File: src/rtl/dma_oam.sv
// OAM DMA engine: copies OAM_LEN bytes from page {reg,00} to FE00.. one byte per
// READ/WRITE pair, with echo-RAM page folding and restart on any FF46 write.
module dma_oam #(
    parameter int unsigned OAM_LEN     = 160,
    parameter int unsigned START_DELAY = 1
) (
    input  logic        clk,
    input  logic        rst_n,
    input  logic [15:0] cpu_addr,
    input  logic        cpu_wr_en,
    input  logic [7:0]  cpu_wdata,
    output logic [7:0]  cpu_rdata,
    output logic        src_rd,
    output logic [15:0] src_addr,
    input  logic [7:0]  src_rdata,
    input  logic        src_valid,
    output logic        oam_wr,
    output logic [15:0] oam_addr,
    output logic [7:0]  oam_wdata,
    output logic        dma_active
);

    localparam logic [15:0] DMA_REG_ADDR = 16'hFF46;
    localparam logic [15:0] OAM_BASE     = 16'hFE00;
    localparam logic [7:0]  LAST_IDX     = 8'(OAM_LEN - 1);
    localparam int unsigned CW           = (START_DELAY > 1) ? $clog2(START_DELAY) : 1;
    localparam logic [CW-1:0] LAST_WAIT  = CW'((START_DELAY > 0) ? (START_DELAY - 1) : 0);

    typedef enum logic [1:0] {
        IDLE,
        START,
        READ,
        WRITE
    } state_t;

    state_t        state;
    logic [7:0]    dma_reg;
    logic [7:0]    page;
    logic [7:0]    idx;
    logic [CW-1:0] wait_cnt;

    logic          dma_wr_c;
    logic [7:0]    eff_page_c;

    // Register write decode and echo-RAM page folding (E0..FF mirror C0..DF)
    assign dma_wr_c   = cpu_wr_en && (cpu_addr == DMA_REG_ADDR);
    assign eff_page_c = (cpu_wdata >= 8'hE0) ? (cpu_wdata - 8'h20) : cpu_wdata;
    assign cpu_rdata  = dma_reg;

    // Transfer sequencer with registered bus outputs
    always_ff @(posedge clk or negedge rst_n) begin
        if (!rst_n) begin
            state      <= IDLE;
            dma_reg    <= 8'hFF;
            page       <= 8'h00;
            idx        <= 8'h00;
            wait_cnt   <= '0;
            src_rd     <= 1'b0;
            src_addr   <= 16'h0000;
            oam_wr     <= 1'b0;
            oam_addr   <= 16'h0000;
            oam_wdata  <= 8'h00;
            dma_active <= 1'b0;
        end else begin
            oam_wr <= 1'b0;
            if (dma_wr_c) begin
                // Start or restart; a byte arriving this cycle is dropped, while a
                // WRITE-state strobe already on the bus completes normally.
                dma_reg    <= cpu_wdata;
                page       <= eff_page_c;
                idx        <= 8'h00;
                wait_cnt   <= '0;
                dma_active <= 1'b1;
                if (START_DELAY == 0) begin
                    state    <= READ;
                    src_rd   <= 1'b1;
                    src_addr <= {eff_page_c, 8'h00};
                end else begin
                    state    <= START;
                    src_rd   <= 1'b0;
                end
            end else begin
                case (state)
                    IDLE: begin
                        src_rd     <= 1'b0;
                        dma_active <= 1'b0;
                    end
                    START: begin
                        if (wait_cnt == LAST_WAIT) begin
                            state    <= READ;
                            src_rd   <= 1'b1;
                            src_addr <= {page, idx};
                        end else begin
                            wait_cnt <= wait_cnt + CW'(1);
                        end
                    end
                    READ: begin
                        if (src_valid) begin
                            state     <= WRITE;
                            src_rd    <= 1'b0;
                            oam_wr    <= 1'b1;
                            oam_addr  <= OAM_BASE + 16'(idx);
                            oam_wdata <= src_rdata;
                        end
                    end
                    WRITE: begin
                        if (idx == LAST_IDX) begin
                            state      <= IDLE;
                            dma_active <= 1'b0;
                        end else begin
                            state    <= READ;
                            idx      <= idx + 8'd1;
                            src_rd   <= 1'b1;
                            src_addr <= {page, idx + 8'd1};
                        end
                    end
                    default: begin
                        state      <= IDLE;
                        src_rd     <= 1'b0;
                        dma_active <= 1'b0;
                    end
                endcase
            end
        end
    end

endmodule

File: config.mk
export PLATFORM = sky130hd
export DESIGN_NAME = dma_oam
export DESIGN_NICKNAME = d
export VERILOG_FILES = /design/src/rtl/dma_oam.sv
export SDC_FILE = /design/constraint.sdc
export NUM_CORES = 1
export LEC_CHECK = 0
export ABC_CLOCK_PERIOD_IN_PS = 2350
export CAP_MARGIN = 40
export CORE_MARGIN = 2
export CORE_UTILIZATION = 46
export DETAILED_ROUTE_END_ITERATION = 10
export GPL_TIMING_DRIVEN = 0
export PLACE_DENSITY = 0.86
export SYNTH_ARGS = -nofsm -noshare
export SYNTH_HDL_FRONTEND = slang
export SYNTH_SLANG_ARGS = --single-unit
File: constraint.sdc
create_clock -name clk -period 2.35 [get_ports clk]
set_input_delay 0.47 -clock clk [delete_from_list [all_inputs] [get_ports clk]]
set_output_delay 0.47 -clock clk [all_outputs]
set_load 0.01 [all_outputs]
== After elaboration in Yosys (flattened, before gate mapping) ==
Index checks and enable logic that the tools add are counted.

* Bits in registers: 70
* Logic and storage cells: 68

* $add $sub $neg: 4
* Magnitude comparators: 1
* Equality and inequality tests: 12
* Mux-type cells: 26
* Bitwise operators: 1
* Reductions and logical operators: 13

{| class="wikitable"
|+ Operators with widths
! cell !! count
|-
| 16-bit two-way mux || 2
|-
| 8-bit two-way mux || 4
|-
| 16-bit case mux with 2 select lines || 1
|-
| 16-bit == test, second input constant || 1
|-
| 1-bit two-way mux || 12
|-
| 3-bit != test, second input constant || 4
|-
| 10-bit by 9-bit adder with 11-bit output, first input constant || 1
|-
| 3-bit AND reduction || 3
|-
| 8-bit by 1-bit adder with 8-bit output, second input constant || 1
|-
| 8-bit == test, second input constant || 1
|-
| 8-bit >= comparator, second input constant || 1
|-
| 2-bit two-way mux || 4
|-
| 8-bit by 6-bit subtractor with 8-bit output, second input constant || 1
|-
| 2-bit != test, second input constant || 3
|-
| 2-bit case mux with 3 select lines || 1
|-
| 2-bit nonzero test || 3
|-
| 2-bit == test, second input constant || 2
|-
| 1-bit case mux with 4 select lines || 1
|-
| 2-bit AND reduction || 2
|-
| 4-bit AND reduction || 1
|-
| 4-bit nonzero test || 1
|-
| 3-bit nonzero test || 1
|-
| 2-bit by 1-bit == test with 1-bit output, second input constant || 1
|-
| 2-bit logical NOT || 1
|-
| other kinds (4) || 4
|}

== Longest topological paths before layout ==
Gate-level depths: netlist (run 1).

* Depth after elaboration: 4
* Depth in mapped cells: 7
* Mapped depth without buffers: 6

== Least setup slack after synthesis (run 1) ==
OpenSTA, ideal clock, no wires.

* Path type: input to register
* Start point: input port cpu_addr[5]
* End point: register src_addr[10]
* Library setup time: 0.127 ns
* Data arrival time: 1.985 ns
* Slack: 0.238 ns
* Stages: 6
* Path buffers: 1
* Cells stage by stage: or4b_1 > nor3b_2 > nand2_1 > nand3_2 > buf_6 > mux2_1

* Word-level cells in the longest chain between the ends: 4

{| class="wikitable"
|+ Ends and longest elaborated chain
! what !! line !! text
|-
| start: declaration || 9 || <nowiki>input logic [15:0] cpu_addr,</nowiki>
|-
| 16-bit == test || 46 || <nowiki>assign dma_wr_c = cpu_wr_en && (cpu_addr == DMA_REG_ADDR);</nowiki>
|-
| 1-bit logical AND || 46 ||
|-
| 1-bit NOT (no line) || -- ||
|-
| 4-bit AND reduction (no line) || -- ||
|-
| end signal: assignment || 77 || <nowiki>src_addr <= {eff_page_c, 8'h00};</nowiki>
|-
| end signal: assignment || 92 || <nowiki>src_addr <= {page, idx};</nowiki>
|-
| end signal: assignment || 114 || <nowiki>src_addr <= {page, idx + 8'd1};</nowiki>
|-
| end: declaration || 14 || <nowiki>output logic [15:0] src_addr,</nowiki>
|}

Every way passes these cells.
A chain may end at the register's enable or synchronous reset.

== Final worst setup path (run 1) ==
* Start point: input port cpu_addr[5]
* End point: register src_addr[13]

Same word-level chain as after synthesis.

==> out/results.ini, run 1 <==
[run_status]
status = complete, no violations

[power_and_ir_drop]
p_leak_nw = 1.77
peakVddDrop_v = 0.000535
power_frac_clock = 0.258
internal-power_mw = 2.40
p_sw_frac = 0.283
power_frac_seq = 0.444
powerDensity_nw_per_um2 = 860
p_switching_uw = 946
p_total_mw = 3.34
pwr-share-comb = 0.298

[timing]
finalHoldViolations = 0
fin_worst_skew_ns = 0.00882
drv_slew = 0
grt_setup_unrepaired = no
max_slew.worst_pin.slew_ns = 0.599
setup_violations = 0
fmax_mhz = 447
fin_crit_sh = 0.952
fin_crit_ns = 2.24
slew_headroom = 0.600

[routing]
dr.pass1.iters = 4
drtIter0Drc = 83
wire_per_inst_um = 14.4
drt_wl_total_um = 5810
drtAntennaViolNets = 0
vias = 2045
drc = 0
vias_per_cell = 5.05

[layout]
fin_area_um2 = 3890
drive_above_1_share = 0.210
fillers = 398
area_delta_synth_final_pct = 44.0
seqCellArea_um2 = 1560
insertedDiodeCount = 0
nNetsFinal = 366
multi_input_area_um2 = 1020

[clock_tree]
clock-sinks = 62
clockBufferDepth = 2
cts_tree = yes
numCtsBuffers = 9
hold_buffers = 0
clk_latency_ns = 0.34
path_clk_slew_ns = 0.06
cts_max_level = 3
cts-root-buf = clkbuf_8

[floorplan]
die_h_um = 80.6
start_util = 0.484
io_pins = 87
die_w_um = 80.6
die_area_um2 = 6500
coreArea_um2 = 5570
rows = 27

[logic_synthesis]
synthesis.instances = 227
ys_ff_latch = 62
syn_nets = 265
syn_area_um2 = 2700
synth.area.top_cells = dfrtp_1, dfstp_2, nand2_1
yosys.cell_types.count = 40
yosysTopAreaCell = dfrtp_1
seq_area_frac_synth = 0.578
synth_top_area_frac = 0.500
syn_area_per_cell_um2 = 11.9
ys.warnings.count = 0

[run]
cap_violations = 0

[place]
io_buffers = 85
gp_congestion = 0.787
hpwl_um = 4160
place_area_um2 = 3660

[setup_path]
cp-start-kind = primary input
crit_type = primary input to flop
crit_fanout = 10
cp.arrival_ns = 2.45
endpoint_kind = flop
worstPathRequired_ns = 2.56

[grt]
gr-total-overflow = 0
antenna_found_initial = 0
grt_pass1_wl_um = 9480
grt_pass1_vias = 2036
grt_max_degree = 38
track_usage = 0.197

[min_path]
hp-class = primary input to asynchronous set/reset pin

==> stage by stage <==
| step | TNS (ns) | utilization | cells | setup slack, ns | hold WS, ns |
|---|---|---|---|---|---|
| global route | 0 | 0.698 | 405 | 0.0284 | 0.164 |
| finish | 0 | 0.698 | 405 | 0.114 | 0.141 |
| CTS | 0 | 0.691 | 401 | 0.00463 | 0.136 |
| detailed placement | -8.28 | 0.656 | 385 | -0.380 | 0.448 |
| global placement | -67.00 | 0.653 | 384 | -1.07 | 0.440 |
| floorplan | 0 | - | 227 | 0.238 | 0.174 |
==> cells in the mapped netlist (all sizes together) <==
cell	count
dfrtp	54
nand2	44
mux2	30
buf	14
nand3	11
nor2	10
dfstp	8
o21ai	7
and3	6
inv	6
xor2	4
a21oi	3
nand4	3
or4b	3
xnor2	3
a31oi	2
clkbuf	2
ha	2
mux2i	2
nor3b	2
a32oi	1
and2	1
conb	1
nand3b	1
nor2b	1
nor3	1
nor4	1
nor4b	1
o21a	1
or2	1
or3	1
==> layout by cell type (no fill, tap or decap), types with 2 or more instances in the layout <==
cell type / count
dfstp_2: 8
xnor2_1: 3
nand3_1: 9
clkdlybuf4s50_1: 84
buf_2: 4
buf_4: 13
mux2_2: 14
nand4_1: 3
clkbuf_1: 7
xor2_1: 4
nor2_1: 9
o21ai_0: 7
a21oi_1: 3
ha_1: 2
mux2_1: 8
dfrtp_1: 54
a31oi_1: 2
inv_1: 6
mux2_4: 8
clkbuf_8: 9
nand2_1: 43
and3_1: 6
mux2i_1: 2
or4b_2: 2
==> final timing paths <==
kind,slack (ns),cells after the start,to,from
min in group clk,0.46,2,cpu_rdata[0]$_DFFE_PN1N_,cpu_rdata[0]$_DFFE_PN1N_
max reg2reg,0.21,7,src_addr[13]$_DFFE_PN0P_,idx[0]$_DFFE_PN0P_
min,0.14,1,src_addr[14]$_DFFE_PN0P_,rst_n
min reg2reg,0.46,2,cpu_rdata[0]$_DFFE_PN1N_,cpu_rdata[0]$_DFFE_PN1N_
max,0.11,7,src_addr[13]$_DFFE_PN0P_,cpu_addr[5]
max in group asynchronous,1.55,2,cpu_rdata[1]$_DFFE_PN1N_,rst_n
==> final cells by class <==
cell class / count / area share
buffer: 16 / 0.0299
tap: 72 / 0.0232
timing repair buffer: 90 / 0.230
sequential: 62 / 0.402
clock buffer: 14 / 0.0367
inverter: 6 / 0.00579
multi-input combinational: 143 / 0.264
clock inverter: 2 / 0.00901
==> sequential cells by signal, summed over array words and instances, names as in the netlist <==
register,count
src_addr,16
oam_addr,9
cpu_rdata,8
idx,8
oam_wdata,8
page,8
state,2
dma_active,1
oam_wr,1
src_rd,1
==> critical path: stages <==
cell,delay [ns]
clkdlybuf4s50_1,0.39
or4b_1,0.56
nor3b_4,0.27
nand2_2,0.12
nand3_4,0.13
buf_6,0.16
mux2_1,0.34
==> kinds of logic after synthesis <==
family          share of synthesized area
flops                               0.578
xor+xnor                           0.0227
fa+ha+maj                         0.00927
buf+inv                            0.0514
other cells                       0.00139
simple gates                        0.164
mux                                 0.144
compound gates                     0.0292
==> routing by layer <==
metal  up-vias  global-route usage  routed length, um
met5         -                   0                  0
met4         0              0.0797                 91
li1        961                   -                  -
met3        10              0.0775                475
met2        93               0.325               2900
met1       981               0.228               2350
==> power by group through the flow <==
stage	Sequential, mW	Combinational (mW)	Clock, mW
CTS	1.48	1.00	0.883
finish	1.48	0.997	0.863
floorplan	1.54	0.413	0
global placement	1.47	0.966	0
global route	1.52	1.08	0.936
detailed placement	1.49	0.987	0
==> what timing repair did <==
item / 4_1_cts / 5_1_grt
gates resized for setup: 2 / 2
setup buffers: 0 / 4
setup endpoints to repair: 8 / 8
pin swaps: 0 / 2
hold endpoints to repair: 0 / 0
No activity file was read; power rests on OpenSTA's default activity.
==> run 2, diff against run 1 <==
==> constraint.sdc (replaced) <==
create_clock -name clk -period 2.35 [get_ports clk]
set_input_delay 0.3525 -clock clk [delete_from_list [all_inputs] [get_ports clk]]
set_output_delay 0.3525 -clock clk [all_outputs]
set_load 0.01 [all_outputs]
==> run 2 against run 1 <==
Compared with the run above: final cell count shrank 0.49%; maximum frequency grew 0.67%; non-clock buffer count shrank 2; register-to-register slack lost 0.05 ns; critical path depth is the same; clock power is essentially flat; core utilization shrank 0.43 points; routed wire length shrank 0.98%; critical endpoint unchanged; largest cell class unchanged.
==> out/results.ini, run 2 (synthesis results as in run 1) <==
[layout]
largest_reg_flops = 16  ; unchanged
fin_area_um2 = 3860  ; -0.61%
nNetsFinal = 364  ; -0.55%
final_common_cell = clkdlybuf4s50_1
final_util = 0.693  ; -0.00426
top_register = src_addr
stdcell_count = 403  ; -0.49%
insertedDiodeCount = 0  ; unchanged
largest_registers = src_addr: 16 flops, oam_addr: 9 flops
final_cell_mix = clkdlybuf4s50_1, dfrtp_1, nand2_1, mux2_2, buf_4
area_delta_synth_final_pct = 43.1
drive_above_1_share = 0.202  ; -0.00779

[timing]
fin_worst_skew_ns = 0.00955  ; +0.000736 ns
grt_setup_unrepaired = no
slew_headroom = 0.603  ; +0.00275
finalHoldViolations = 0  ; unchanged
max_slew.worst_pin.slew_ns = 0.595  ; -0.00412 ns
setup_violations = 0  ; unchanged
fin_crit_sh = 0.945  ; -0.00633
fmax_mhz = 450  ; +0.67%
holdWs_ns = 0.0239  ; -0.117 ns
drv_slew = 0  ; unchanged
fin_crit_ns = 2.22  ; -0.0149 ns

[min_path]
hp-class = primary input to asynchronous set/reset pin

[power_and_ir_drop]
peakVddDrop_v = 0.000537  ; +0.37%
powerDensity_nw_per_um2 = 863  ; +0.32%
p_leak_nw = 1.76  ; -0.86%

[grt]
grt_pass1_wl_um = 9480  ; unchanged
antenna_found_initial = 0  ; unchanged
gr-total-overflow = 0  ; unchanged
track_usage = 0.197  ; unchanged
grt_pass1_vias = 2034  ; -0.098%
grt_max_degree = 38  ; unchanged

[setup_path]
crit_fanout = 10  ; unchanged
cp.arrival_ns = 2.43  ; -0.02 ns
endpoint_kind = flop
cp-start-kind = primary input
crit_type = primary input to flop
r2r_cells = 7  ; unchanged
worstPathRequired_ns = 2.56  ; about the same

[floorplan]
io_pins = 87  ; unchanged
coreArea_um2 = 5570  ; unchanged
start_util = 0.484  ; unchanged
rows = 27  ; unchanged
die_area_um2 = 6500  ; unchanged
die_w_um = 80.6  ; unchanged
die_h_um = 80.6  ; unchanged

[run]
cap_violations = 0  ; unchanged

[routing]
drc = 0  ; unchanged
drtIter0Drc = 72  ; -13%
drt_wl_total_um = 5760  ; -0.98%
vias_per_cell = 5.03  ; -0.34%
drtAntennaViolNets = 0  ; unchanged
dr.pass1.iters = 4  ; unchanged
wire_per_inst_um = 14.3  ; -0.49%
vias = 2028  ; -0.83%

[clock_tree]
numCtsBuffers = 9  ; unchanged
cts_max_level = 3  ; unchanged
cts_tree = yes
clk_latency_ns = 0.34  ; about the same
clockBufferDepth = 2  ; unchanged
cts-root-buf = clkbuf_8
path_clk_slew_ns = 0.07  ; about the same
hold_buffers = 0  ; unchanged
clock-sinks = 62  ; unchanged

[run_status]
status = complete, no violations

[place]
placed_cells = 385  ; unchanged
hpwl_um = 4160  ; unchanged
io_buffers = 85  ; unchanged
place_area_um2 = 3660  ; unchanged
gp_congestion = 0.787  ; unchanged

==> run 2: power breakdown <==
part	switching, mW	total, mW	internal (mW)
registers	0.179	1.48	1.30
clock network	0.372	0.863	0.490
logic	0.389	0.990	0.601
total	0.940	3.33	2.39
==> run 2: routing by layer <==
| layer | wire (um) | global-route usage | vias to the layer above |
|---|---|---|---|
| li1 | - | - | 961 |
| met1 | 2340 | 0.232 | 974 |
| met2 | 2850 | 0.321 | 85 |
| met3 | 492 | 0.0775 | 8 |
| met4 | 76 | 0.0797 | 0 |
| met5 | 0 | 0 | - |
==> run 2: final timing paths <==
kind                                          start                  endpoint  slack, ns
min reg2reg                cpu_rdata[0]$_DFFE_PN1N_  cpu_rdata[0]$_DFFE_PN1N_       0.46
max                                     cpu_addr[5]  src_addr[13]$_DFFE_PN0P_       0.13
max reg2reg                      idx[0]$_DFFE_PN0P_  src_addr[13]$_DFFE_PN0P_       0.16
max in group asynchronous                     rst_n  cpu_rdata[1]$_DFFE_PN1N_       1.67
min in group clk           cpu_rdata[0]$_DFFE_PN1N_  cpu_rdata[0]$_DFFE_PN1N_       0.46
min                                           rst_n   oam_addr[1]$_DFFE_PN0P_       0.02
==> run 2: critical path: stages <==
cell	delay, ns
clkdlybuf4s50_1	0.39
or4b_1	0.53
nor3b_2	0.27
nand2_1	0.18
nand3_4	0.19
buf_6	0.18
mux2_1	0.34
==> run 2: layout make-up <==
cell class / count / area (um2)
multi-input cells: 143 / 1020
plain buffers: 16 / 116
well taps: 72 / 90.1
clock buffers: 14 / 143
clock inverters: 2 / 35.0
repair buffers: 88 / 881
fillers: 403 / 1710
flip-flops and latches: 62 / 1560
inverters: 6 / 22.5
==> run 2: repair_timing <==
action / 4_1_cts / 5_1_grt
gates cloned: 0 / 0
buffers inserted: 0 / 2
setup endpoints to repair: 8 / 8
pin swaps: 0 / 1
resized for setup: 1 / 1
==> run 2: stage by stage <==
stage               worst slack (ns)  setup TNS [ns]  power [mW]
floorplan                      0.337               0        1.95
global placement              -0.949          -55.76        2.44
detailed placement            -0.262           -3.24        2.48
CTS                           0.0507               0        3.36
global route                  0.0274               0        3.53
finish                         0.128               0        3.33
